File: config.mk
export PLATFORM = sky130hd
export DESIGN_NAME = snd_au_stream
export DESIGN_NICKNAME = d
export VERILOG_FILES = /design/src/rtl/snd_au_stream.sv
export SDC_FILE = /design/constraint.sdc
export NUM_CORES = 1
export LEC_CHECK = 0
export CAP_MARGIN = 20
export CELL_PAD_IN_SITES_DETAIL_PLACEMENT = 1
export CELL_PAD_IN_SITES_GLOBAL_PLACEMENT = 2
export CORE_MARGIN = 2
export CORE_UTILIZATION = 30
export CTS_BUF_LIST = sky130_fd_sc_hd__clkbuf_4 sky130_fd_sc_hd__clkbuf_8 sky130_fd_sc_hd__clkbuf_16
export DETAILED_ROUTE_END_ITERATION = 8
export GPL_TIMING_DRIVEN = 0
export PLACE_DENSITY_LB_ADDON = 0.1
export SETUP_SLACK_MARGIN = 0.5
export SYNTH_ARGS = -nofsm -noshare
export SYNTH_HDL_FRONTEND = slang
export SYNTH_SLANG_ARGS = --single-unit
export TNS_END_PERCENT = 10
File: constraint.sdc
create_clock -name clk -period 5.2 [get_ports clk]
set_input_delay 0.52 -clock clk [delete_from_list [all_inputs] [get_ports clk]]
set_output_delay 0.52 -clock clk [all_outputs]
set_load 0.01 [all_outputs]
File: src/rtl/snd_au_stream.sv
// Sun/NeXT AU (.snd) byte-stream generator: 32-byte header, then PCM frames from a small FIFO.
// Optional SND_AU_DROP_CNT_EN adds a saturating 16-bit dropped-frame counter output.
module snd_au_stream #(
    parameter int          CHANNELS    = 2,
    parameter int          SAMPLE_BITS = 16,
    parameter int          IN_W        = 4,
    parameter logic [31:0] SAMPLE_RATE = 32'd1048576,
    parameter int          FIFO_DEPTH  = 4
) (
    input  logic                     clk,
    input  logic                     reset_n,
    input  logic                     start,
    input  logic                     stop,
    input  logic                     in_strobe,
    input  logic [CHANNELS*IN_W-1:0] in_data,
    output logic                     out_valid,
    input  logic                     out_ready,
    output logic [7:0]               out_data,
    output logic                     busy,
`ifdef SND_AU_DROP_CNT_EN
    output logic [15:0]              drop_count,
`endif
    output logic                     overrun
);
    localparam int BPS         = SAMPLE_BITS / 8;
    localparam int FRAME_BYTES = CHANNELS * BPS;
    localparam int DW          = CHANNELS * IN_W;
    localparam int AW          = $clog2(FIFO_DEPTH);
    localparam int PAD         = SAMPLE_BITS - 1 - IN_W;
    localparam logic [31:0]  ENC = (SAMPLE_BITS == 8) ? 32'd2 : 32'd3;
    localparam logic [255:0] HDR = {32'h2E736E64, 32'h00000020, 32'hFFFFFFFF, ENC,
                                    SAMPLE_RATE, 32'(CHANNELS), 64'h0};

    typedef enum logic [1:0] {IDLE, HEADER, DATA, DRAIN} state_t;

    state_t             r_state, w_next;
    logic [4:0]         r_hcnt, r_bcnt;
    logic [DW-1:0]      r_mem [FIFO_DEPTH];
    logic [AW:0]        r_wptr, r_rptr;
    logic               r_overrun;
    logic               r_drain_hdr;   // DRAIN still owes header bytes
    logic               r_drain_frm;   // DRAIN still owes the rest of the head frame
`ifdef SND_AU_DROP_CNT_EN
    logic [15:0]        r_drop_cnt;
`endif

    logic               w_empty, w_full, w_active, w_push, w_drop, w_pop, w_hs;
    logic               w_hdr_last, w_frm_last, w_frm_phase;
    logic [DW-1:0]      w_head;
    logic [IN_W-1:0]    w_samp;
    logic [SAMPLE_BITS-1:0] w_conv;
    logic [7:0]         w_hdr_byte, w_frm_byte;
    int                 w_ch, w_k;

    assign w_empty    = (r_wptr == r_rptr);
    assign w_full     = (r_wptr[AW] != r_rptr[AW]) && (r_wptr[AW-1:0] == r_rptr[AW-1:0]);
    assign w_active   = ((r_state == HEADER) || (r_state == DATA)) && !stop;
    assign w_push     = in_strobe && w_active && !w_full;
    assign w_drop     = in_strobe && w_active && w_full;
    assign w_hdr_last = (r_hcnt == 5'd31);
    assign w_frm_last = (r_bcnt == 5'(FRAME_BYTES - 1));
    assign w_frm_phase = (r_state == DATA) || ((r_state == DRAIN) && !r_drain_hdr);
    assign w_hs       = out_valid && out_ready;
    assign w_pop      = w_hs && w_frm_last && w_frm_phase;
    assign w_head     = r_mem[r_rptr[AW-1:0]];
    assign w_hdr_byte = HDR[8*(31 - int'(r_hcnt)) +: 8];
    assign busy       = (r_state != IDLE);
    assign overrun    = r_overrun;
`ifdef SND_AU_DROP_CNT_EN
    assign drop_count = r_drop_cnt;
`endif

    // Sample sits just below the sign bit, zero-filled underneath.
    always_comb begin
        w_ch       = int'(r_bcnt) / BPS;
        w_k        = int'(r_bcnt) % BPS;
        w_samp     = w_head[w_ch*IN_W +: IN_W];
        w_conv     = SAMPLE_BITS'(w_samp) << PAD;
        w_frm_byte = 8'(w_conv >> (8 * (BPS - 1 - w_k)));
    end

    always_comb begin
        out_valid = 1'b0;
        out_data  = 8'h00;
        case (r_state)
            HEADER: begin
                out_valid = 1'b1;
                out_data  = w_hdr_byte;
            end
            DATA: if (!w_empty) begin
                out_valid = 1'b1;
                out_data  = w_frm_byte;
            end
            DRAIN: if (r_drain_hdr) begin
                out_valid = 1'b1;
                out_data  = w_hdr_byte;
            end else if (r_drain_frm) begin
                out_valid = 1'b1;
                out_data  = w_frm_byte;
            end
            default: ;
        endcase
    end

    always_comb begin
        w_next = r_state;
        case (r_state)
            IDLE:   if (start) w_next = HEADER;
            HEADER: if (stop) w_next = DRAIN;
                    else if (w_hs && w_hdr_last) w_next = DATA;
            DATA:   if (stop) w_next = DRAIN;
            DRAIN:  if (r_drain_hdr) begin
                        if (w_hs && w_hdr_last) w_next = IDLE;
                    end else if (r_drain_frm) begin
                        if (w_hs && w_frm_last) w_next = IDLE;
                    end else begin
                        w_next = IDLE;
                    end
            default: w_next = IDLE;
        endcase
    end

    always_ff @(posedge clk) begin
        if (w_push) r_mem[r_wptr[AW-1:0]] <= in_data;
    end

    always_ff @(posedge clk) begin
        if (!reset_n) begin
            r_state     <= IDLE;
            r_hcnt      <= '0;
            r_bcnt      <= '0;
            r_wptr      <= '0;
            r_rptr      <= '0;
            r_overrun   <= 1'b0;
            r_drain_hdr <= 1'b0;
            r_drain_frm <= 1'b0;
`ifdef SND_AU_DROP_CNT_EN
            r_drop_cnt  <= '0;
`endif
        end else begin
            r_state <= w_next;
            if ((r_state == IDLE) && start) begin
                r_hcnt      <= '0;
                r_bcnt      <= '0;
                r_wptr      <= '0;
                r_rptr      <= '0;
                r_overrun   <= 1'b0;
                r_drain_hdr <= 1'b0;
                r_drain_frm <= 1'b0;
`ifdef SND_AU_DROP_CNT_EN
                r_drop_cnt  <= '0;
`endif
            end else begin
                if (w_hs && ((r_state == HEADER) || ((r_state == DRAIN) && r_drain_hdr)))
                    r_hcnt <= r_hcnt + 5'd1;
                if (w_hs && w_frm_phase)
                    r_bcnt <= w_frm_last ? 5'd0 : r_bcnt + 5'd1;
                if (w_push) r_wptr <= r_wptr + 1'b1;
                if (w_pop)  r_rptr <= r_rptr + 1'b1;
                if (w_drop) begin
                    r_overrun <= 1'b1;
`ifdef SND_AU_DROP_CNT_EN
                    if (r_drop_cnt != 16'hFFFF) r_drop_cnt <= r_drop_cnt + 16'd1;
`endif
                end
                if (stop && (r_state == HEADER)) begin
                    r_drain_hdr <= !(w_hs && w_hdr_last);
                    r_drain_frm <= 1'b0;
                end
                if (stop && (r_state == DATA)) begin
                    r_drain_hdr <= 1'b0;
                    r_drain_frm <= !w_empty && !w_pop;
                end
                // Leaving DRAIN discards whatever frames are still queued.
                if ((r_state == DRAIN) && (w_next == IDLE)) begin
                    r_wptr      <= '0;
                    r_rptr      <= '0;
                    r_hcnt      <= '0;
                    r_bcnt      <= '0;
                    r_drain_hdr <= 1'b0;
                    r_drain_frm <= 1'b0;
                end
            end
        end
    end
endmodule

# Word level (Yosys, flattened, before mapping)
# Memory sizes are Yosys's and may differ from the RTL's. A register that Yosys moved wholly into a read port is not among the register bits.
# Cells that the tools add are included.
dict set report word_totals {
  regBits 21
  mem_bits_rw 32
  in_bits 14
  out_inout_bits 11
  wordCells 85
  memories 1
}
# name depth width read_ports rd_clocked_by_memory_dff write_ports line_no
set memory_table {}
lappend memory_table {r_mem 4 8 1 1 1 38} ;# logic [DW-1:0] r_mem [FIFO_DEPTH];
dict set report op_classes {
  n_addsub 6
  eq_ne 8
  shifts 3
  n_mux 24
  bitwise 1
  reduce_logical 34
}
# operator count
set op_table {}
lappend op_table {{$shiftx 256x9->8 const A} 1}
lappend op_table {{$shr 15x32->8} 1}
lappend op_table {{$mux 8} 3}
lappend op_table {{$pmux 8 s3} 1}
lappend op_table {{$mux 2} 10}
lappend op_table {{$logic_and 1x1->1} 18}
lappend op_table {{$add 5x1->5 const B} 2}
lappend op_table {{$pmux 2 s4} 1}
lappend op_table {{$shiftx 8x7->4} 1}
lappend op_table {{$mux 1} 7}
lappend op_table {{$add 3x1->3 const B} 2}
lappend op_table {{$logic_not 1->1} 6}
lappend op_table {{$sub 5x5->6 const A} 1}
lappend op_table {{$eq 5x2->1 const B} 1}
lappend op_table {{$eq 5x5->1 const B} 1}
lappend op_table {{$mux 5} 1}
lappend op_table {{$eq 2x2->1 const B} 2}
lappend op_table {{$logic_not 2->1} 2}
lappend op_table {{$reduce_bool 2->1} 2}
lappend op_table {{$reduce_or 4->1} 1}
lappend op_table {{$eq 3x3->1} 1}
lappend op_table {{$logic_or 1x1->1} 3}
lappend op_table {{$pmux 1 s3} 1}
lappend op_table {{$reduce_or 3->1} 1}
lappend op_table {{6 further kinds} 6}

# Logic depth before layout (Yosys ltp)
dict set report depth {
  depth_word 13
  mapped_depth 11
  mapped_depth_nobuf 10
}

# Worst setup path before layout
# OpenSTA, ideal clock, no wires.
dict set report synth_path {
  path_kind {reg2reg}
  start {reg r_state[1]}
  end {reg with a tool-made name}
  t_arrival_ns 2.313
  slack_ns 2.753
  stages_incl_launch_ff 10
  n_path_buf 2
  synth_period_minus_slack_ns 2.447
  cell_sequence {dfxtp_1 buf_4 inv_1 ha_1 a21oi_1 nand2_1 a2111o_1 a211oi_4 buf_6 nor3_1}
}
# item line_no
set synth_rtl {}
lappend synth_rtl {{start: declaration} 36} ;# state_t r_state, w_next;
lappend synth_rtl {{start signal: assignment} 141} ;# r_state <= w_next;

# Worst setup path after layout
dict set report layout_path {
  start {reg r_state[0]}
  end {out out_data[6]}
}
dict set report layout_via {
  elab_chain_cells 2
  elab_cells_between_ends 4
  cone_classes {3 x eq/ne; 1 x mux}
}
# item line_no
set layout_rtl {}
lappend layout_rtl {{$eq 2x2->1 / $eq 2x1->1 (equally long branches)} 85} ;# case (r_state)
lappend layout_rtl {{$pmux 8 s3 (*)} 85}
lappend layout_rtl {{end: declaration} 18} ;# output logic [7:0] out_data,
# Every way passes the cells marked *; elsewhere a longest branch is shown, timed or not.

==> run_summary.xml <==
<?xml version="1.0" encoding="UTF-8"?>
<metrics>
  <group name="layout">
    <metric name="fraction_of_final_layout_cells_sized_beyond_drive_strength_1" unit="%">9.19</metric>
    <metric name="final_nets" unit="">305</metric>
    <metric name="area.growth.synth_to_final" unit="%">16.9</metric>
    <metric name="most-common-layout-cells" unit="">sky130_fd_sc_hd__edfxtp_1 (32), sky130_fd_sc_hd__clkdlybuf4s50_1 (24), sky130_fd_sc_hd__dfxtp_1 (23)</metric>
    <metric name="antenna_cells" unit="">0</metric>
    <metric name="mostFrequentLayoutCell" unit="">sky130_fd_sc_hd__edfxtp_1</metric>
    <metric name="layout.filler_cells" unit="">1007</metric>
    <metric name="final-instance-count-excl-fill" unit="">383</metric>
    <metric name="final_util" unit="%">36.0</metric>
  </group>
  <group name="min_path">
    <metric name="worst_hold_startpoint" unit="">overrun</metric>
    <metric name="whs_endpoint" unit="">overrun</metric>
    <metric name="hold-path-cell-count" unit="">2</metric>
    <metric name="hold_class" unit="">reg -&gt; reg</metric>
  </group>
  <group name="floorplan">
    <metric name="floorplan.die_area" unit="mm2">0.0102</metric>
    <metric name="floorplan.io_pins" unit="">25</metric>
    <metric name="chipWidth" unit="um">101</metric>
    <metric name="core_area" unit="mm2">0.00920</metric>
    <metric name="initial_cell_density_of_the_core" unit="%">30.8</metric>
    <metric name="dieHeight" unit="um">101</metric>
    <metric name="num_rows" unit="">35</metric>
  </group>
  <group name="route">
    <metric name="routed_via_density" unit="">4.97</metric>
    <metric name="wl_per_cell" unit="um">16.2</metric>
    <metric name="first_iter_violations" unit="">47</metric>
    <metric name="ant_nets" unit="">0</metric>
    <metric name="drt-pass1-iter-count" unit="">4</metric>
    <metric name="wl" unit="mm">6.22</metric>
    <metric name="detailroute.via_count" unit="">1904</metric>
    <metric name="drcViolationCount" unit="">0</metric>
  </group>
  <group name="worst_setup_path">
    <metric name="crit_path_max_incr_delay" unit="ns">0.57</metric>
    <metric name="critPathRequiredTime" unit="ns">4.68</metric>
    <metric name="critical_path.max_fanout" unit="">10</metric>
    <metric name="worst-path-buf-inv" unit="">3</metric>
    <metric name="crit_path_end_kind" unit="">primary output</metric>
    <metric name="timing.critical_path.max_delay_family" unit="">buffers and inverters</metric>
    <metric name="crit_cells" unit="">7</metric>
    <metric name="regToRegSetupSlack" unit="ns">2.07</metric>
    <metric name="rr_startpoint" unit="">r_state[1]</metric>
    <metric name="cell_type_of_the_slowest_stage_on_the_worst_timing_path" unit="">sky130_fd_sc_hd__nor4_1</metric>
    <metric name="startpoint_type" unit="">flip-flop</metric>
    <metric name="crit_chain" unit="">inv_1 -&gt; ha_1 -&gt; clkbuf_1 -&gt; nor4_1 -&gt; o21ai_0 -&gt; o31ai_1 -&gt; clkdlybuf4s50_1</metric>
    <metric name="worstRegToRegCells" unit="">9</metric>
    <metric name="path_class" unit="">reg -&gt; out</metric>
    <metric name="arrival_worst_endpoint" unit="ns">2.93</metric>
  </group>
  <group name="synth">
    <metric name="cell_type_with_the_highest_aggregate_area_in_the_netlist" unit="">sky130_fd_sc_hd__edfxtp_1</metric>
    <metric name="synth_enable_flop_cells" unit="">32</metric>
    <metric name="synthesis.instances" unit="">240</metric>
    <metric name="yosysUniqueCellTypes" unit="">43</metric>
    <metric name="synth_seq_cells" unit="">55</metric>
    <metric name="synth-warning-count" unit="">0</metric>
    <metric name="postSynthAreaPerCell" unit="um2">11.8</metric>
    <metric name="mappedNetlistArea" unit="mm2">0.00283</metric>
    <metric name="synth-main-ff-cell" unit="">sky130_fd_sc_hd__edfxtp_1</metric>
    <metric name="post_synthesis_net_count" unit="">274</metric>
    <metric name="synthArstFlopShare" unit="%">0</metric>
    <metric name="synth_top_cells_by_area" unit="">sky130_fd_sc_hd__edfxtp_1 (34%), sky130_fd_sc_hd__dfxtp_1 (16%), sky130_fd_sc_hd__ha_1 (8.8%)</metric>
    <metric name="seq_area_frac_synth" unit="%">50.2</metric>
    <metric name="synth_top_area_share" unit="%">34.0</metric>
  </group>
  <group name="placed_design">
    <metric name="gp_congestion" unit="">0.771</metric>
    <metric name="total_instance_count_after_detailed_placement" unit="">375</metric>
    <metric name="detailed_place_hpwl" unit="mm">4.58</metric>
    <metric name="buffer_ports.inserted" unit="">24</metric>
  </group>
  <group name="power">
    <metric name="max_ir_drop_vdd" unit="V">0.000127</metric>
    <metric name="cellLeakagePower" unit="uW">0.00113</metric>
    <metric name="cell_area_power_density" unit="mW/mm2">328</metric>
  </group>
  <group name="timing">
    <metric name="rsz0062_at_grt" unit="">no</metric>
    <metric name="min_tclk_post_route" unit="ns">3.45</metric>
    <metric name="period_share" unit="%">66.3</metric>
    <metric name="final.setup_skew" unit="ns">0.0125</metric>
    <metric name="setup_tns" unit="ns">0</metric>
    <metric name="hold_violations" unit="">0</metric>
    <metric name="finalSetupViolations" unit="">0</metric>
    <metric name="timing.fmax" unit="GHz">0.290</metric>
    <metric name="slew_limit_headroom" unit="%">53.3</metric>
    <metric name="max_slew.worst_pin.slew" unit="ns">0.700</metric>
    <metric name="slew_violations" unit="">0</metric>
  </group>
  <group name="grt">
    <metric name="grt_max_degree" unit="">21</metric>
    <metric name="grt_antenna_before_repair" unit="">0</metric>
    <metric name="grt_remaining_overflow" unit="">0</metric>
    <metric name="grt_first_pass_wirelength" unit="mm">10.5</metric>
    <metric name="first_global_vias" unit="">2041</metric>
    <metric name="grt_util_all_layers" unit="%">13.3</metric>
  </group>
  <group name="run_status">
    <metric name="outcome" unit="">complete, no violations</metric>
  </group>
  <group name="clocking">
    <metric name="cts_sinks" unit="">55</metric>
    <metric name="cts_htree_levels" unit="">2</metric>
    <metric name="tritoncts" unit="">done</metric>
    <metric name="post_cts.resized_instances" unit="">0</metric>
    <metric name="clock_buffer_count_from_cts" unit="">5</metric>
    <metric name="clockRootBuffer" unit="">sky130_fd_sc_hd__clkbuf_8</metric>
    <metric name="cts-hold-fix-buffers" unit="">0</metric>
    <metric name="cts_post_setup_buffers_inserted" unit="">0</metric>
    <metric name="insertion_delay" unit="ns">0.32</metric>
    <metric name="clk_transition_reported_paths" unit="ns">0.12</metric>
    <metric name="max-clock-path-buffers" unit="">2</metric>
  </group>
  <group name="run">
    <metric name="max_cap_viol_count" unit="">0</metric>
  </group>
</metrics>
==> routing by layer <==
metal | wire length, um | GRT usage (%) | vias up
li1 | - | - | 946
met3 | 133 | 2.43 | 8
met4 | 101 | 3.95 | 0
met2 | 3050 | 22.9 | 27
met1 | 2940 | 17.1 | 923
met5 | 0 | 0 | -
==> worst register-to-register path: stages, from the launching register on <==
cell                       delay, ns
sky130_fd_sc_hd__dfxtp_1        0.40
sky130_fd_sc_hd__buf_4          0.19
sky130_fd_sc_hd__inv_1          0.09
sky130_fd_sc_hd__ha_1           0.26
sky130_fd_sc_hd__a21oi_1        0.55
sky130_fd_sc_hd__nand2_1        0.11
sky130_fd_sc_hd__a2111o_1       0.51
sky130_fd_sc_hd__a211oi_4       0.57
sky130_fd_sc_hd__buf_6          0.24
sky130_fd_sc_hd__nor3_1         0.07
==> flip-flops by register name (all words and copies together) (netlist names), named ones only <==
register	flops
r_hcnt	5
r_mem	32
overrun	1
r_wptr	3
r_drain_frm	1
r_bcnt	5
r_rptr	3
r_state	2
r_drain_hdr	1
==> cells in the mapped netlist, types with 3 or more instances <==
cell type,count
sky130_fd_sc_hd__xnor2_1,5
sky130_fd_sc_hd__xor2_1,5
sky130_fd_sc_hd__nor3_1,18
sky130_fd_sc_hd__a21oi_1,10
sky130_fd_sc_hd__nand2_1,14
sky130_fd_sc_hd__clkbuf_1,6
sky130_fd_sc_hd__mux2i_1,9
sky130_fd_sc_hd__mux4_2,8
sky130_fd_sc_hd__o31ai_1,4
sky130_fd_sc_hd__dfxtp_1,23
sky130_fd_sc_hd__edfxtp_1,32
sky130_fd_sc_hd__inv_1,15
sky130_fd_sc_hd__nand4_1,3
sky130_fd_sc_hd__nor2_1,16
sky130_fd_sc_hd__o21ai_0,11
sky130_fd_sc_hd__a211oi_1,3
sky130_fd_sc_hd__ha_1,20
sky130_fd_sc_hd__and2_1,8
==> how the worst max path moves through the flow <==
stage | startpoint | endpoint | slack (ns)
6_report | r_state[0] | out_data[6] | 1.75
5_1_grt | r_state[0] | out_data[6] | 1.43
4_1_cts | r_state[0] | out_data[4] | 1.73
3_5_place_dp | r_state[1] | flip-flop | 2.07
3_3_place_gp | r_state[1] | flip-flop | 2.04
2_1_floorplan | r_state[1] | flip-flop | 2.75
==> through the flow <==
stage	power, uW	hold WS, ns	setup slack, ns	cell area (um2)
2_1_floorplan	711	0.459	2.75	2830
3_3_place_gp	841	0.465	2.04	3210
3_5_place_dp	838	0.465	2.07	3210
4_1_cts	1110	0.496	1.73	3310
5_1_grt	1160	0.531	1.43	3310
6_report	1080	0.486	1.75	3310
==> power breakdown <==
group          switching, uW  internal [uW]
logic                    195            129
clock network            159            104
registers               17.4            480
total                    371            713
==> cells by family after synthesis <==
group                    share of synthesized area, %
flip-flops                                       50.2
XOR/XNOR                                         3.67
multiplexers                                     9.55
adder cells (fa/ha/maj)                          8.85
AND/OR/NAND/NOR                                  12.5
buffers and inverters                            3.45
AO/OA/AOI/OAI                                    11.8
==> layout make-up <==
type / instances / area (um2) / share of cell area [%]
Timing Repair Buffer: 24 / 240 / 7.26
Inverter: 15 / 56.3 / 1.70
Clock inverter: 3 / 31.3 / 0.946
Buffer: 8 / 41.3 / 1.25
Multi-Input combinational cell: 162 / 1310 / 39.6
Clock buffer: 5 / 68.8 / 2.08
Tap cell: 111 / 139 / 4.20
Sequential cell: 55 / 1420 / 43.0
Power figures use the tool's default switching activity.
